$ cat config.mk
export PLATFORM = sky130hd
export DESIGN_NAME = sync_fifo_ctrl
export DESIGN_NICKNAME = d
export VERILOG_FILES = /design/src/rtl/fifo_pkg.sv /design/src/rtl/sync_fifo_ram.sv /design/src/rtl/sync_fifo_ctrl.sv
export SDC_FILE = /design/constraint.sdc
export NUM_CORES = 1
export LEC_CHECK = 0
export CAP_MARGIN = 20
export CELL_PAD_IN_SITES_DETAIL_PLACEMENT = 0
export CELL_PAD_IN_SITES_GLOBAL_PLACEMENT = 1
export CORE_AREA = 3 3 163 165
export DETAILED_ROUTE_END_ITERATION = 10
export DIE_AREA = 0 0 166 168
export HOLD_SLACK_MARGIN = 0.1
export PLACE_DENSITY = 0.41
export SKIP_LAST_GASP = 1
export SLEW_MARGIN = 30
export SYNTH_ARGS = -nofsm -noshare
export SYNTH_HDL_FRONTEND = slang
export SYNTH_SLANG_ARGS = --single-unit
export TNS_END_PERCENT = 5
$ cat constraint.sdc
create_clock -name clk -period 6.1 [get_ports clk]
set_input_delay 0.915 -clock clk [delete_from_list [all_inputs] [get_ports clk]]
set_output_delay 0.915 -clock clk [all_outputs]
set_load 0.1 [all_outputs]
$ cat src/rtl/fifo_pkg.sv
// Shared constants and sizing helpers for the synchronous FIFO family.
package fifo_pkg;

    localparam int RD_MODE_REG  = 0;
    localparam int RD_MODE_FWFT = 1;

    // Address width never collapses to zero, even for a 2-entry FIFO.
    function automatic int clog2_min1(input int n);
        return (n <= 2) ? 1 : $clog2(n);
    endfunction

endpackage

$ cat src/rtl/sync_fifo_ram.sv
// Storage array: one synchronous write port, one combinational read port, no reset.
module sync_fifo_ram
    import fifo_pkg::*;
#(
    parameter int DATA_WIDTH = 8,
    parameter int DEPTH      = 16
) (
    input  logic                           clk,
    input  logic                           we,
    input  logic [clog2_min1(DEPTH)-1:0]   waddr,
    input  logic [DATA_WIDTH-1:0]          wdata,
    input  logic [clog2_min1(DEPTH)-1:0]   raddr,
    output logic [DATA_WIDTH-1:0]          rdata_comb
);

    logic [DATA_WIDTH-1:0] mem [DEPTH];

    always_ff @(posedge clk) begin
        if (we) mem[waddr] <= wdata;
    end

    assign rdata_comb = mem[raddr];

endmodule

$ cat src/rtl/sync_fifo_ctrl.sv
// Single-clock FIFO controller: pointers, occupancy, threshold flags, sticky
// error flags and either registered or first-word-fall-through read output.
module sync_fifo_ctrl
    import fifo_pkg::*;
#(
    parameter int DATA_WIDTH = 8,
    parameter int DEPTH      = 16,
    parameter int FWFT       = RD_MODE_REG,
    parameter int AF_THRESH  = DEPTH - 2,
    parameter int AE_THRESH  = 2
) (
    input  logic                    clk,
    input  logic                    reset,
    input  logic                    flush,
    input  logic                    wr_en,
    input  logic [DATA_WIDTH-1:0]   wr_data,
    input  logic                    rd_en,
    output logic [DATA_WIDTH-1:0]   rd_data,
    output logic                    rd_valid,
    output logic                    full,
    output logic                    empty,
    output logic                    almost_full,
    output logic                    almost_empty,
    output logic [$clog2(DEPTH):0]  count,
    output logic                    overflow,
    output logic                    underflow
);

    localparam int ADDR_W = clog2_min1(DEPTH);
    localparam int CNT_W  = ADDR_W + 1;

    if (DEPTH < 2 || (DEPTH & (DEPTH - 1)) != 0) begin : g_bad_depth
        $fatal(1, "sync_fifo_ctrl: DEPTH must be a power of two >= 2");
    end
    if (AF_THRESH < 1 || AF_THRESH > DEPTH) begin : g_bad_af
        $fatal(1, "sync_fifo_ctrl: AF_THRESH out of range 1..DEPTH");
    end
    if (AE_THRESH < 0 || AE_THRESH > DEPTH - 1) begin : g_bad_ae
        $fatal(1, "sync_fifo_ctrl: AE_THRESH out of range 0..DEPTH-1");
    end

    logic [ADDR_W-1:0]     wr_ptr, rd_ptr;
    logic [CNT_W-1:0]      cnt_q;
    logic                  rd_acc, wr_acc;
    logic [DATA_WIDTH-1:0] rdata_comb;

    assign full         = (cnt_q == CNT_W'(DEPTH));
    assign empty        = (cnt_q == '0);
    assign almost_full  = (cnt_q >= CNT_W'(AF_THRESH));
    assign almost_empty = (cnt_q <= CNT_W'(AE_THRESH));
    assign count        = cnt_q;

    // A full FIFO still takes a write when the same cycle pops a word.
    assign rd_acc = rd_en & ~empty;
    assign wr_acc = wr_en & (~full | rd_acc);

    always_ff @(posedge clk or posedge reset) begin
        if (reset) begin
            wr_ptr    <= '0;
            rd_ptr    <= '0;
            cnt_q     <= '0;
            overflow  <= 1'b0;
            underflow <= 1'b0;
        end else if (flush) begin
            wr_ptr    <= '0;
            rd_ptr    <= '0;
            cnt_q     <= '0;
            overflow  <= 1'b0;
            underflow <= 1'b0;
        end else begin
            if (wr_acc) wr_ptr <= wr_ptr + ADDR_W'(1);
            if (rd_acc) rd_ptr <= rd_ptr + ADDR_W'(1);
            if (wr_acc & ~rd_acc)      cnt_q <= cnt_q + CNT_W'(1);
            else if (rd_acc & ~wr_acc) cnt_q <= cnt_q - CNT_W'(1);
            if (wr_en & ~wr_acc) overflow  <= 1'b1;
            if (rd_en & ~rd_acc) underflow <= 1'b1;
        end
    end

    sync_fifo_ram #(
        .DATA_WIDTH (DATA_WIDTH),
        .DEPTH      (DEPTH)
    ) u_ram (
        .clk        (clk),
        .we         (wr_acc & ~flush),
        .waddr      (wr_ptr),
        .wdata      (wr_data),
        .raddr      (rd_ptr),
        .rdata_comb (rdata_comb)
    );

    if (FWFT == RD_MODE_FWFT) begin : g_fwft
        assign rd_data  = rdata_comb;
        assign rd_valid = ~empty;
    end else begin : g_reg
        logic [DATA_WIDTH-1:0] rd_data_q;
        logic                  rd_valid_q;

        always_ff @(posedge clk or posedge reset) begin
            if (reset) begin
                rd_data_q  <= '0;
                rd_valid_q <= 1'b0;
            end else if (flush) begin
                rd_data_q  <= '0;
                rd_valid_q <= 1'b0;
            end else begin
                rd_valid_q <= rd_acc;
                if (rd_acc) rd_data_q <= rdata_comb;
            end
        end

        assign rd_data  = rd_data_q;
        assign rd_valid = rd_valid_q;
    end

endmodule

### After elaboration in Yosys (flattened, before gate mapping)

Memory sizes are Yosys's and may differ from the RTL's.
Cells that the tools add are included.
W data, S select, Z words.

| storage, ports and cells | value |
|---|---|
| flip-flop bits (word level) | 24 |
| RAM bits | 128 |
| input bits | 13 |
| logic and storage cells | 50 |
| memories | 1 |

Memory list:

| memory | depth | bits a word | rd ports | clocked after Yosys merged registers in | write ports | line | RTL |
|---|---|---|---|---|---|---|---|
| u_ram.mem | 16 | 8 | 1 | 0 | 1 | sync_fifo_ram.sv:16 | `logic [DATA_WIDTH-1:0] mem [DEPTH];` |

| operators by class | value |
|---|---|
| $add $sub $neg | 4 |
| magnitude comparators | 2 |
| equality and inequality tests | 1 |
| mux-type cells | 16 |
| bitwise operators | 13 |
| reduce and logical (&&, ||, !) cells | 6 |

Operators with widths:

| kind | count |
|---|---|
| $mux W4 | 4 |
| $mux W8 | 2 |
| $mux W5 | 3 |
| $add A4 B1 Y4 const B | 2 |
| $reduce_bool A2 Y1 | 4 |
| $and A1 B1 Y1 | 7 |
| $mux W1 | 7 |
| $add A5 B1 Y5 const B | 1 |
| $eq A5 B5 Y1 const B | 1 |
| $ge A5 B4 Y1 const B | 1 |
| $le A5 B2 Y1 const B | 1 |
| $logic_not A5 Y1 | 1 |
| $not A1 Y1 | 5 |
| $sub A5 B1 Y5 const B | 1 |
| $reduce_bool A3 Y1 | 1 |
| $or A1 B1 Y1 | 1 |

### Depth between registers and ports, before layout

| logic depth | value |
|---|---|
| word-level depth | 10 |
| gate-level depth with buffers | 9 |
| mapped depth without buffers | 8 |

### By module

A second synthesis with hierarchy kept.

| second synthesis, totals | value |
|---|---|
| cells, all modules | 348 |
| area, all modules | 6,296.0 µm² |

Modules (own cells, without submodules):

| module | times used | cells each | area an instance (µm²) | seq. area each (µm²) |
|---|---|---|---|---|
| sync_fifo_ram | 1 | 221 | 4,987.3 | 3,843.7 |
| sync_fifo_ctrl | 1 | 127 | 1,308.8 | 600.6 |

### Least setup slack after synthesis

No wires, ideal clock.

| timing path | value |
|---|---|
| path type | reg2out |
| from | register cnt_q[4] (netlist: count[4]) |
| to | output port almost_empty |
| data arrival time | 5.690 ns |
| data required time | 5.185 ns |
| setup slack | -0.505 ns |
| stages on the path, launching flop included | 3 |
| path buffers | 1 |
| cells stage by stage | dfrtp_1 -> clkbuf_1 -> a2111oi_0 |

| between the ends | value |
|---|---|
| word-level cells in the longest chain between the ends | 1 |

RTL lines:

| item | line | RTL |
|---|---|---|
| start, declared | sync_fifo_ctrl.sv:43 | `logic [CNT_W-1:0] cnt_q;` |
| start signal, assigned | sync_fifo_ctrl.sv:73 | `if (wr_acc & ~rd_acc) cnt_q <= cnt_q + CNT_W'(1);` |
| start signal, assigned | sync_fifo_ctrl.sv:74 | `else if (rd_acc & ~wr_acc) cnt_q <= cnt_q - CNT_W'(1);` |
| $le A5 B2 Y1 | sync_fifo_ctrl.sv:50 | `assign almost_empty = (cnt_q <= CNT_W'(AE_THRESH));` |
| end, declared | sync_fifo_ctrl.sv:23 | `output logic almost_empty,` |

No other way between the ends.

### Worst setup path after layout

| timing path | value |
|---|---|
| from | register cnt_q[0] (netlist: count[0]) |
| to | output port full |

| between the ends | value |
|---|---|
| word-level cells in the longest chain between the ends | 1 |

RTL lines:

| item | line | RTL |
|---|---|---|
| $eq A5 B5 Y1 | sync_fifo_ctrl.sv:47 | `assign full = (cnt_q == CNT_W'(DEPTH));` |
| end, declared | sync_fifo_ctrl.sv:20 | `output logic full,` |

No other way between the ends.

==> metrics.yaml <==
final_common_cell: "edfxtp_1"
ys.flop_type: "edfxtp_1"
timing.critical_path.fanout_max: 11
n_antenna_cell: 0
yosysTopAreaCellShare_pct: 60.9
die_area_sq_um: 27900
maxSlewViolCount: 0
dpl_worst_slack_ps: 2440
cts.reportedPaths.clkPinSlew_ps: 70
startpoint: "count[0]$_DFFE_PP0P_"
synthesis.area_sq_um: 6310
rsz0062_at_grt: "false"
number_of_core_rows: 58
die_x_microns: 166
antenna_found_initial: 0
netlist-cell-type-count: 42
whs_ps: 500
floorplan.initialDensity_pct: 25.1
synth_enable_flop_cells: 128
post_cts_resized: 0
cts_tree: "yes"
coreArea_sq_um: 25200
synth.avg_cell_area_sq_um: 18.1
fp.dieH_microns: 168
post_route_cells_drive_above_1_share_pct: 20.2
quantity_of_i_o_buffers_inserted_on_ports: 32
holdCritStartpoint: "underflow$_DFFE_PP0P_"
crit_arrival_ps: 2860
cp_data_required_time_ps: 5180
static-leakage-power_nw: 2.42
slew-limit-headroom_pct: 33.3
nets: 406
critPathCaptureType: "primary output"
route.final.wire_length_microns: 15000
dr.first_iter.drc_count: 216
worstReg2RegStart: "count[0]$_DFFE_PP0P_"
yosysSeqAreaShare_pct: 70.4
num_io_pins: 33
number_of_nets_produced_by_synthesis: 372
globalplace.congestion: 0.725
route.detailed.drc: 0
min_period_over_period_pct: 61.9
worst_ir_drop_vdd_mv: 0.291
worst_clock_skew_ps: 11.9
dp.cells: 694
pin_count_of_the_biggest_net_entering_global_routing: 36
setup_tns_ps: 0
ctsHoldBuffers: 0
wl_per_cell_microns: 20.7
mostFrequentLayoutCells: "edfxtp_1, mux4_2, clkdlybuf4s50_1"
drv_cap: 0
synth.ff_latch_count: 152
grt_pass1_vias: 3422
hold_viol: 0
grt_util_all_layers_pct: 11.2
clock_tree.htree_level_count: 4
ys_top_cells_by_area: "edfxtp_1, mux4_2, dfrtp_1"
hold_path.class: "reg -> reg"
cts_root_buf: "clkbuf_16"
status: "completed"
power-per-cell-area_nw_per_um2: 403
ys_async_rst_share_pct: 15.8
syn_inst: 349
num_vias: 3157
post_layout_instance_count_excluding_filler_cells: 726
clock_tree.buffer_depth: 2
vias_per_cell: 4.35
number_of_detailed_routing_iterations_run_before_antenna_repair: 4
timing.setup.critical_path_class: "reg -> out"
power.total_mw: 3.05
transition_time_of_the_tightest_slew_check_pin_ps: 997
global_route.overflow_total: 0
placed_wire_length_estimate_after_detailed_placement_microns: 9450
postLayoutSetupSlackWorst_ps: 2320
synth_area_leader_cell: "edfxtp_1"
detail-route-antenna-nets: 0
clock_insertion_delay_at_the_later_pin_of_the_skew_report_ps: 420
grt_first_pass_wirelength_microns: 22500
critPathLaunchType: "flip-flop"
area_growth_pct: 19.8
clkSinkCount: 152
report.final.setup_viol: 0
cts_made_buffers: 17
max_freq_ghz: 0.265
ys_warn_count: 0
post-route-min-period_ps: 3780
postCtsSetupBuffers: 0
[critical path: stages (launching register included)]
cell and delay [ps]:
dfrtp_1 460, or4_4 660, nor2_1 160, clkdlybuf4s50_1 1150
[area by class of cell]
type	instances	area, sq um
Timing Repair Buffer	35	338
Multi-Input combinational cell	163	1730
Tap cell	330	413
Clock buffer	17	425
Sequential cell	152	4450
Inverter	14	52.6
Fill cell	2478	17600
Clock inverter	15	156
[synth_stat cells (2+ instances only)]
cell / instances
o21ai_2: 2
o221ai_1: 8
inv_1: 14
clkbuf_1: 9
ha_1: 9
and2_1: 12
mux2i_1: 19
buf_2: 9
dfrtp_1: 24
or3_1: 4
mux4_2: 32
nor4b_1: 2
a21oi_1: 10
a41oi_1: 2
xor2_1: 3
xnor2_1: 2
edfxtp_1: 128
mux2_2: 2
nand3_1: 7
nor2_1: 18
o21ai_0: 5
nand3b_1: 8
[flip-flops by register name (all words and copies together) (netlist names)]
| name | cells |
|---|---|
| rd_ptr | 4 |
| rd_data | 8 |
| underflow | 1 |
| rd_valid | 1 |
| u_ram.mem | 128 |
| wr_ptr | 4 |
| overflow | 1 |
| count | 5 |
[final timing paths]
| path | to | slack (ps) | depth (start not counted) |
|---|---|---|---|
| setup / recovery | full | 2320 | 3 |
| hold / removal | underflow$_DFFE_PP0P_ | 500 | 2 |
| setup reg to reg | count[3]$_DFFE_PP0P_ | 3370 | 7 |
| hold reg to reg | underflow$_DFFE_PP0P_ | 500 | 2 |
| max in group asynchronous | rd_ptr[1]$_DFFE_PP0P_ | 4800 | 2 |
| min in group asynchronous | rd_valid$_DFF_PP0_ | 880 | 2 |
[metal layers]
| metal | track usage [%] | wire length (microns) | vias up |
|---|---|---|---|
| li1 | - | - | 1455 |
| met1 | 15.4 | 7230 | 1634 |
| met2 | 17.5 | 7060 | 57 |
| met3 | 2.63 | 445 | 11 |
| met4 | 3.80 | 280 | 0 |
| met5 | 0 | 0 | - |
[where the power goes]
part | total, mW | internal [mW] | switching [mW]
combinational | 0.771 | 0.217 | 0.555
clock | 1.03 | 0.547 | 0.482
sequential | 1.25 | 1.18 | 0.0737
total | 3.05 | 1.94 | 1.11
[through the flow]
step           area [sq um]  utilization (%)
6_report               7560             30.0
5_1_grt                7560             30.0
4_1_cts                7560             30.0
3_5_place_dp           6980             27.7
3_3_place_gp           6980             27.7
2_1_floorplan          6310                -
[logic make-up (layout without fill, tap and decap cells)]
kind of cell,Yosys count,in the layout,share of synthesized area (%)
adders and majority gates,10,10,2.10
muxes,54,54,15.0
DFF,152,152,70.4
and+or+nand+nor,59,59,5.31
AOI/OAI and AO/OA,35,35,4.22
xor gates and xnor gates,5,5,0.694
buffers and inverters,34,81,2.32
Power figures use the tool's default switching activity.
